### src/rtl/picomips_pkg.sv
// Shared opcode and FSM state definitions for the picoMIPS sequential ALU.
package picomips_pkg;

   typedef enum logic [2:0] {
      OP_ADD  = 3'd0,
      OP_ADDI = 3'd1,
      OP_RTA  = 3'd2,
      OP_LSW  = 3'd3,
      OP_MULI = 3'd4
   } opcode_t;

   typedef logic [0:0] state_t;

   localparam state_t IDLE = 1'b0;
   localparam state_t MUL  = 1'b1;

endpackage

### src/rtl/alu_seq_mul.sv
// Iterative sign-magnitude shift-add multiplier: one partial product per clock,
// WIDTH iterations, full 2*WIDTH-bit signed product presented with valid.
module alu_seq_mul #(
   parameter int WIDTH = 8
) (
   input  logic                      Clock,
   input  logic                      nReset,
   input  logic                      start,
   input  logic signed [WIDTH-1:0]   a,
   input  logic signed [WIDTH-1:0]   b,
   output logic                      busy,
   output logic                      valid,
   output logic signed [2*WIDTH-1:0] product
);

   localparam int CW = (WIDTH > 1) ? $clog2(WIDTH) : 1;

   logic [2*WIDTH-1:0] mcand, sum, term, sum_next;
   logic [WIDTH-1:0]   mplier, mag_a, mag_b;
   logic               neg, last;
   logic [CW-1:0]      cnt;

   // Magnitudes are unsigned, so -2^(WIDTH-1) maps to 2^(WIDTH-1) without overflow.
   assign mag_a = a[WIDTH-1] ? -a : a;
   assign mag_b = b[WIDTH-1] ? -b : b;

   assign term     = mplier[0] ? mcand : '0;
   assign sum_next = sum + term;
   assign last     = (cnt == CW'(WIDTH-1));
   assign valid    = busy & last;
   // The last partial product is folded in combinationally so the caller can
   // register the result on the same edge that ends the iteration.
   assign product  = neg ? -sum_next : sum_next;

   always_ff @(posedge Clock or negedge nReset) begin
      if (!nReset) begin
         mcand  <= '0;
         mplier <= '0;
         sum    <= '0;
         neg    <= 1'b0;
         cnt    <= '0;
         busy   <= 1'b0;
      end else if (start) begin
         mcand  <= {{WIDTH{1'b0}}, mag_a};
         mplier <= mag_b;
         sum    <= '0;
         neg    <= a[WIDTH-1] ^ b[WIDTH-1];
         cnt    <= '0;
         busy   <= 1'b1;
      end else if (busy) begin
         sum    <= sum_next;
         mcand  <= mcand << 1;
         mplier <= mplier >> 1;
         cnt    <= cnt + CW'(1);
         if (last)
            busy <= 1'b0;
      end
   end

endmodule

### src/rtl/alu_seq.sv
// Sequential accumulator ALU with single-cycle add/load and iterative fixed-point
// multiply. Define ALU_SAT_EN to saturate overflowing ADD/MULI results.
module alu_seq
   import picomips_pkg::*;
#(
   parameter int WIDTH = 8,
   parameter int FRAC  = 3
) (
   input  logic                    Clock,
   input  logic                    nReset,
   input  logic signed [WIDTH-1:0] Imm,
   input  logic signed [WIDTH-1:0] RegData,
   input  logic signed [WIDTH-1:0] SW,
   input  logic [2:0]              Func,
   input  logic                    WE,
   input  logic                    SelSW,
   input  logic                    SelImm,
   output logic signed [WIDTH-1:0] ACC,
   output logic                    Busy,
   output logic                    Done,
   output logic                    Ovf
);

   localparam logic signed [WIDTH-1:0] MAX_VAL = {1'b0, {(WIDTH-1){1'b1}}};
   localparam logic signed [WIDTH-1:0] MIN_VAL = {1'b1, {(WIDTH-1){1'b0}}};

   state_t                    state;
   opcode_t                   op;
   logic signed [WIDTH-1:0]   opa, add_sum, add_res, mul_trunc, mul_res;
   logic signed [2*WIDTH-1:0] product;
   logic                      add_ovf, mul_ovf, accept, mul_start, mul_busy, mul_valid;
   logic                      unused_frac;

   assign op = opcode_t'(Func);

   // NOTE: every always_comb output gets a default first, so no path leaves it unassigned (no latch).
   always_comb begin
      opa = RegData;
      if (SelSW)
         opa = SW;
      else if (SelImm)
         opa = Imm;
   end

   assign add_sum = ACC + opa;
   assign add_ovf = (ACC[WIDTH-1] == opa[WIDTH-1]) && (add_sum[WIDTH-1] != ACC[WIDTH-1]);

   // Result keeps bits [FRAC+WIDTH-1:FRAC]; everything above must be a sign extension.
   assign mul_trunc   = product[FRAC+WIDTH-1:FRAC];
   assign mul_ovf     = !((&product[2*WIDTH-1:FRAC+WIDTH-1]) || !(|product[2*WIDTH-1:FRAC+WIDTH-1]));
   assign unused_frac = ^product[FRAC:0];

`ifdef ALU_SAT_EN
   assign add_res = add_ovf ? (ACC[WIDTH-1] ? MIN_VAL : MAX_VAL) : add_sum;
   assign mul_res = mul_ovf ? (product[2*WIDTH-1] ? MIN_VAL : MAX_VAL) : mul_trunc;
`else
   assign add_res = add_sum;
   assign mul_res = mul_trunc;
`endif

   assign accept    = WE && (state == IDLE) && !mul_busy;
   assign mul_start = accept && (op == OP_MULI);
   assign Busy      = (state == MUL);

   alu_seq_mul #(.WIDTH(WIDTH)) u_mul (
      .Clock   (Clock),
      .nReset  (nReset),
      .start   (mul_start),
      .a       (ACC),
      .b       (Imm),
      .busy    (mul_busy),
      .valid   (mul_valid),
      .product (product)
   );

   always_ff @(posedge Clock or negedge nReset) begin
      if (!nReset) begin
         state <= IDLE;
         ACC   <= '0;
         Ovf   <= 1'b0;
         Done  <= 1'b0;
      end else begin
         // NOTE: sequential state uses <= so every register samples pre-edge values.
         Done <= 1'b0;
         if (accept) begin
            case (op)
               OP_ADD, OP_ADDI: begin
                  ACC  <= add_res;
                  Ovf  <= add_ovf;
                  Done <= 1'b1;
               end
               OP_RTA, OP_LSW: begin
                  ACC  <= opa;
                  Ovf  <= 1'b0;
                  Done <= 1'b1;
               end
               OP_MULI: state <= MUL;
               default: ;
            endcase
         end else if ((state == MUL) && mul_valid) begin
            ACC   <= mul_res;
            Ovf   <= mul_ovf;
            Done  <= 1'b1;
            state <= IDLE;
         end
      end
   end

endmodule

### config.mk
export PLATFORM = sky130hd
export DESIGN_NAME = alu_seq
export DESIGN_NICKNAME = d
export VERILOG_FILES = /design/src/rtl/picomips_pkg.sv /design/src/rtl/alu_seq_mul.sv /design/src/rtl/alu_seq.sv
export SDC_FILE = /design/constraint.sdc
export NUM_CORES = 1
export LEC_CHECK = 0
export ABC_AREA = 1
export CAP_MARGIN = 20
export CORE_UTILIZATION = 56
export DETAILED_ROUTE_END_ITERATION = 12
export HOLD_SLACK_MARGIN = 0.12
export PLACE_DENSITY_LB_ADDON = 0.05
export SYNTH_ARGS = -nofsm -noshare
export SYNTH_HDL_FRONTEND = slang
export SYNTH_SLANG_ARGS = --single-unit
### constraint.sdc
create_clock -name Clock -period 3.4 [get_ports Clock]
set_input_delay 0.34 -clock Clock [delete_from_list [all_inputs] [get_ports Clock]]
set_output_delay 0.34 -clock Clock [all_outputs]
set_load 0.05 [all_outputs]
==> flow_metrics.py, run 1 <==
metrics = {
    "run_status": {
        "status": "completed",
    },
    "critical_path": {
        "reg2reg_to": "Ovf",
        "rr_startpoint": "u_mul.mplier[0]",
        "path_common_cell": "nand2_1",
        "slowest_stage": "fa_1",
        "r2r_setup_slack_ns": 0.52,
        "path_max_fanout": 5,
        "cpPeakStageDelay_ns": 0.47,
        "start_kind": "register",
        "end_kind": "register",
        "crit_chain": "nand2_1 -> inv_1 -> ha_1 -> fa_1 -> nand3_1 -> nand2_2 -> nand2_1 -> nand2_1 -> nor2_4 -> nand2_1 -> nor2_2 -> nand3_1 -> nand2_1 -> nand2_1 -> nand2_1 -> nand2_1 -> nor2_1 -> nand2_1 -> nand3_2 -> a21oi_2",
        "crit_family": "simple AND/OR/NAND/NOR gates",
        "reg2reg_depth": 20,
        "crit_buf_inv": 1,
        "worstSetupPathType": "register to register",
        "cp.required_ns": 3.62,
        "arrival_ns": 3.10,
    },
    "clock_tree": {
        "cts-resized-gates": 0,
        "clk_pin_slew_ns": 0.11,
        "clkSinkCount": 56,
        "cts_buffers": 5,
        "clkLatencyLatePin_ns": 0.32,
        "ctsRootBufferMaster": "clkbuf_8",
        "htree_levels": 2,
        "clock_path_buffers": 2,
        "cts_setup_buffers": 0,
        "cts_tree": "yes",
    },
    "yosys": {
        "async_reset_ff_frac": 1.000,
        "synth-edff-count": 0,
        "syn_area_per_cell_um2": 6.637,
        "syn_inst": 716,
        "syn_area_um2": 4752,
        "ys_warn_count": 0,
        "post_synth_num_cell_types": 43,
        "synth_flop_cell": "dfrtp_1",
        "synth_nets": 776,
        "ys_ff_latch": 56,
        "seq_area_frac_synth": 0.2949,
    },
    "layout": {
        "layout_common_cells": "nand2_1 (197), inv_1 (108), nor2_1 (57)",
        "postLayoutCellArea_um2": 5364,
        "antenna_cells": 0,
        "nets": 814,
        "final_common_cell": "nand2_1",
        "drive_above_1_share": 0.08477,
        "area_growth_pct": 12.88,
        "layout.cells.non_filler": 860,
    },
    "drt": {
        "vias": 4722,
        "drtIter0Drc": 296,
        "ant_nets": 0,
        "wl_per_cell_um": 14.08,
        "drc": 0,
        "dr.pass1.iters": 4,
        "viasPerCell": 5.491,
        "routed_wl_um": 12110,
    },
    "sta": {
        "hold_viol": 0,
        "final.setup.tns_ns": 0,
        "setup_violations": 0,
        "rsz0062_at_grt": "no",
        "period_needed_ns": 2.876,
        "hold_ws_ns": 0.4939,
        "fin_skew_ns": 0.01229,
        "worst_pin_slew_ns": 0.6466,
        "worst_slack_ns": 0.5236,
        "post-route-period-util": 0.8460,
        "maxSlewViolCount": 0,
        "slew_headroom": 0.5689,
        "fmax_mhz": 347.7,
    },
    "pwr": {
        "leakage_nw": 2.800,
        "powerDensity_nw_per_um2": 832.3,
        "irDropWorstVdd_v": 0.0005372,
    },
    "placement": {
        "post-dp-hpwl_um": 9700,
        "place_ws_ns": 0.2530,
        "place.gp.congestion": 0.9439,
        "portBuffers": 42,
        "placed_cells": 851,
        "postPlaceCellArea_um2": 5253,
    },
    "hold_path": {
        "worstHoldPathCells": 2,
        "min_from": "u_mul.mplier[2]",
        "hold_path.class": "register to register",
        "min_to": "u_mul.mplier[2]",
    },
    "floorplan": {
        "num_rows": 33,
        "die_h_um": 94.12,
        "core_area_um2": 8217,
        "dieArea_um2": 8859,
        "ios": 43,
        "start_util": 0.5783,
        "die_w_um": 94.12,
    },
    "grt": {
        "overflow": 0,
        "antenna_found_initial": 0,
        "grt.total_usage": 0.2918,
        "grt_max_degree": 35,
        "grt_pass1_wl_um": 20110,
        "grt_pass1_vias": 4385,
    },
    "run": {
        "drv_cap": 0,
    },
}
[state kept, by name, indices dropped and copies added, names as in the netlist, 3 cells and up]
signal,flops
u_mul.mplier,8
ACC,8
u_mul.sum,16
u_mul.mcand,16
u_mul.cnt,3
[final cells by class]
class                   count  area [µm²]
inverters                 117       439.2
fillers                   761        2853
flip-flops and latches     56        1401
clock inverters             2       18.77
well taps                 105       131.4
repair buffers             50       478.0
multi-input cells         524        2813
clock buffers               6       82.58
[synth_stat cells (2+ instances only)]
| master | number | area (µm²) |
|---|---|---|
| and2_1 | 2 | 12.51 |
| nor2_4 | 3 | 33.78 |
| nor2_1 | 57 | 214.0 |
| nand4_1 | 7 | 43.79 |
| clkbuf_1 | 11 | 41.29 |
| clkinv_1 | 3 | 11.26 |
| nand2_1 | 197 | 739.5 |
| o211ai_1 | 6 | 45.04 |
| a22oi_1 | 2 | 15.01 |
| xor2_1 | 12 | 105.1 |
| inv_1 | 108 | 405.4 |
| nand2_4 | 2 | 22.52 |
| nand2_2 | 18 | 112.6 |
| o21ai_0 | 52 | 260.3 |
| o22ai_1 | 9 | 56.30 |
| nor2_2 | 6 | 37.54 |
| o221ai_1 | 5 | 43.79 |
| nor3_1 | 5 | 25.02 |
| a22o_1 | 4 | 35.03 |
| nand3_2 | 7 | 70.07 |
| o21bai_1 | 2 | 15.01 |
| o31ai_1 | 2 | 15.01 |
| dfrtp_1 | 56 | 1401 |
| a21oi_2 | 2 | 17.52 |
| inv_2 | 6 | 22.52 |
| buf_6 | 2 | 22.52 |
| fa_1 | 2 | 40.04 |
| buf_4 | 2 | 15.01 |
| a31oi_1 | 7 | 43.79 |
| a21oi_1 | 30 | 150.1 |
| nand3_1 | 49 | 245.2 |
| ha_1 | 26 | 325.3 |
| buf_2 | 4 | 20.02 |
[metrics by stage]
step	total power, mW	util
floorplan	3.306	-
global placement	3.946	0.6393
detailed placement	4.039	0.6393
CTS	4.454	0.6528
global route	4.875	0.6528
finish	4.464	0.6528
[kinds of logic after synthesis]
family | synth area share
AOI/OAI and AO/OA | 0.1517
xor gates and xnor gates | 0.02396
adders and majority gates | 0.07688
buffers and inverters | 0.1132
DFF | 0.2949
and+or+nand+nor | 0.3394
[repair_timing]
| action | in CTS | in global routing |
|---|---|---|
| hold buffers | 1 | 0 |
| endpoints found under the hold margin | 28 | 0 |
| setup endpoints to repair | 0 | 0 |
[routing by layer]
metal | part of all wire | GRT usage | vias to the layer above
li1 | - | - | 2385
met5 | 0 | 0 | -
met3 | 0.050 | 0.03479 | 18
met2 | 0.47 | 0.4891 | 122
met1 | 0.46 | 0.3897 | 2197
met4 | 0.018 | 0.09615 | 0
[where the power goes]
part / internal, mW / switching (mW) / total (mW)
registers: 0.934 / 0.269 / 1.20
logic: 0.988 / 1.87 / 2.85
clock network: 0.171 / 0.237 / 0.408
[worst max path at each step]
stage | from | cells after the start | end
after floorplan | u_mul.mplier[0] | 21 | Ovf
after global placement | SelImm | 13 | ACC[6]
after detailed placement | SelImm | 17 | ACC[7]
after CTS | u_mul.mplier[0] | 20 | Ovf
after global routing | SelImm | 13 | ACC[6]
final | u_mul.mplier[0] | 20 | Ovf
[worst min-delay path, cell delays in order (launching register included)]
cell     delay [ns]
dfrtp_1        0.36
a21oi_1        0.06
inv_1          0.04
Note: power is estimated with default switching activity, not from simulation.
==> inputs of run 2 (changes only) <==
--- a/config.mk
+++ b/config.mk
@@ -7,7 +7,7 @@
 export LEC_CHECK = 0
 export ABC_AREA = 1
 export CAP_MARGIN = 20
-export CORE_UTILIZATION = 56
+export CORE_UTILIZATION = 53
 export DETAILED_ROUTE_END_ITERATION = 12
 export HOLD_SLACK_MARGIN = 0.12
 export PLACE_DENSITY_LB_ADDON = 0.05
==> constraint.sdc (replaced) <==
create_clock -name Clock -period 2.35 [get_ports Clock]
set_input_delay 0.235 -clock Clock [delete_from_list [all_inputs] [get_ports Clock]]
set_output_delay 0.235 -clock Clock [all_outputs]
set_load 0.05 [all_outputs]
==> run 2 against run 1 <==
Largest power group unchanged. Register-to-register slack lost 0.93 ns. The run now ends with design-rule violations, negative setup slack left. Count of clock-buffer cells in the layout is the same. Highest routed layer unchanged. Clock skew shrank 0.0042 ns. Utilization grew 8.3 points.
==> flow_metrics.py, run 2 (synthesis results as in run 1) <==
metrics = {
    "grt": {
        "grt.total_usage": 0.2927,
        "grt_max_degree": 57,
        "overflow": 0,
        "grt_pass1_vias": 4915,
        "antenna_found_initial": 0,
        "grt_pass1_wl_um": 22490,
    },
    "sta": {
        "fmax_mhz": 363.1,
        "post-route-period-util": 1.172,
        "setup_violations": 6,
        "hold_viol": 0,
        "maxSlewViolCount": 0,
        "worst_slack_ns": -0.4043,
        "worst_pin_slew_ns": 0.7466,
        "fin_skew_ns": 0.008128,
        "period_needed_ns": 2.754,
        "final.setup.tns_ns": -1.492,
        "rsz0062_at_grt": "yes",
        "slew_headroom": 0.5023,
    },
    "layout": {
        "multi_input_area_um2": 3137,
        "final_util": 0.7354,
        "n_fill_cell": 734,
        "final_common_cell": "nand2_1",
        "top_regs": "u_mul.mcand x16, u_mul.sum x16",
        "nets": 906,
        "area_growth_pct": 34.97,
        "drive_above_1_share": 0.2704,
        "final-seq-area_um2": 1403,
        "postLayoutCellArea_um2": 6414,
        "layout_common_cells": "nand2_1 (164), inv_1 (100), buf_4 (91)",
        "antenna_cells": 0,
    },
    "clock_tree": {
        "clkLatencyLatePin_ns": 0.32,
        "htree_levels": 2,
        "clk_pin_slew_ns": 0.11,
        "clkSinkCount": 56,
        "cts_buffers": 5,
        "clock_path_buffers": 2,
        "cts_tree": "yes",
        "ctsRootBufferMaster": "clkbuf_8",
    },
    "floorplan": {
        "dieArea_um2": 9349,
        "ios": 43,
        "die_h_um": 96.69,
        "core_area_um2": 8721,
        "die_w_um": 96.69,
        "num_rows": 34,
        "start_util": 0.5449,
    },
    "critical_path": {
        "start_kind": "register",
        "arrival_ns": 2.98,
        "worstSetupPathType": "register to register",
        "path_max_fanout": 6,
        "cp.required_ns": 2.57,
        "end_kind": "register",
    },
    "placement": {
        "postPlaceCellArea_um2": 5928,
        "place_ws_ns": -0.5088,
        "portBuffers": 42,
        "post-dp-hpwl_um": 10410,
        "place.gp.congestion": 0.9728,
    },
    "pwr": {
        "powerDensity_nw_per_um2": 1268,
        "leakage_nw": 3.286,
        "power_mw": 8.130,
        "irDropWorstVdd_v": 0.0006754,
    },
    "hold_path": {
        "hold_path.class": "register to register",
    },
    "drt": {
        "dr.pass1.iters": 9,
        "wl_per_cell_um": 14.15,
        "drtIter0Drc": 249,
        "vias": 5078,
        "routed_wl_um": 13520,
        "drc": 2,
        "ant_nets": 0,
        "viasPerCell": 5.317,
    },
    "run_status": {
        "violations": "design-rule violations, negative setup slack",
        "status": "finished, violations left",
    },
    "run": {
        "drv_cap": 0,
    },
}
run 2: cell types whose count changed in the layout (fill, tap and decap cells not counted), moves of 9 or more:
cell / previous run / this run
buf_4: 7 / 91
ha_1: 26 / 15
ha_4: 0 / 11
nand2_1: 197 / 164
nand2_2: 18 / 47
nor2_1: 57 / 48
run 2: timing repair:
item	4_1_cts	5_1_grt
setup buffers	3	5
hold buffers	1	0
gates resized for setup	37	48
pin swaps	8	17
setup endpoints to repair	7	12
hold endpoints to repair	56	0
run 2: routing by layer:
metal | vias up | GRT usage | routed length (µm)
li1 | 2572 | - | -
met1 | 2344 | 0.3907 | 6130
met2 | 140 | 0.4984 | 6465
met3 | 22 | 0.03179 | 624
met4 | 0 | 0.09070 | 297
met5 | - | 0 | 0
run 2: worst max-delay path, stage by stage (launching register included):
cell,delay (ns)
dfrtp_2,0.46
nand2_2,0.08
inv_2,0.04
ha_4,0.15
fa_2,0.39
nand2_2,0.09
nand2_2,0.07
nor2_2,0.11
nand3_2,0.10
nor2_4,0.18
nand3_4,0.10
nor2_4,0.16
nand2_4,0.07
nand2_4,0.10
nand2_1,0.10
nand2_2,0.08
nand3_1,0.08
nor2_1,0.10
nand2_1,0.08
nand3_2,0.07
a21oi_2,0.05
run 2: power breakdown:
part / internal (mW) / leakage [nW] / switching (mW)
sequential: 1.35 / 0.718 / 0.423
clock: 0.248 / 0.0493 / 0.354
combinational: 2.54 / 2.52 / 3.21
run 2: path summary, 6_finish.rpt:
kind                                 start         endpoint  slack (ns)  cells past startpoint
setup / recovery           u_mul.mplier[0]              Ovf       -0.40                     20
hold / removal             u_mul.mplier[2]  u_mul.mplier[2]        0.50                      2
max in group asynchronous           nReset  u_mul.mplier[0]        1.24                      3
setup reg to reg           u_mul.mplier[0]              Ovf       -0.40                     20
min in group asynchronous           nReset    u_mul.sum[14]        0.55                      3
hold reg to reg            u_mul.mplier[2]  u_mul.mplier[2]        0.50                      2
run 2: final cells by class:
cell class | instances | share of cell area
Clock buffer | 6 | 0.01288
Clock inverter | 2 | 0.002926
Inverter | 117 | 0.06847
Timing Repair Buffer | 142 | 0.1869
Tap cell | 108 | 0.02107
Multi-Input combinational cell | 524 | 0.4891
Sequential cell | 56 | 0.2187
run 2: metrics by stage:
step	hold WS, ns	cells
3_3_place_gp	0.4087	939
3_5_place_dp	0.4238	939
4_1_cts	0.5021	951
5_1_grt	0.5324	955
2_1_floorplan	-0.06059	716
6_report	0.5028	955
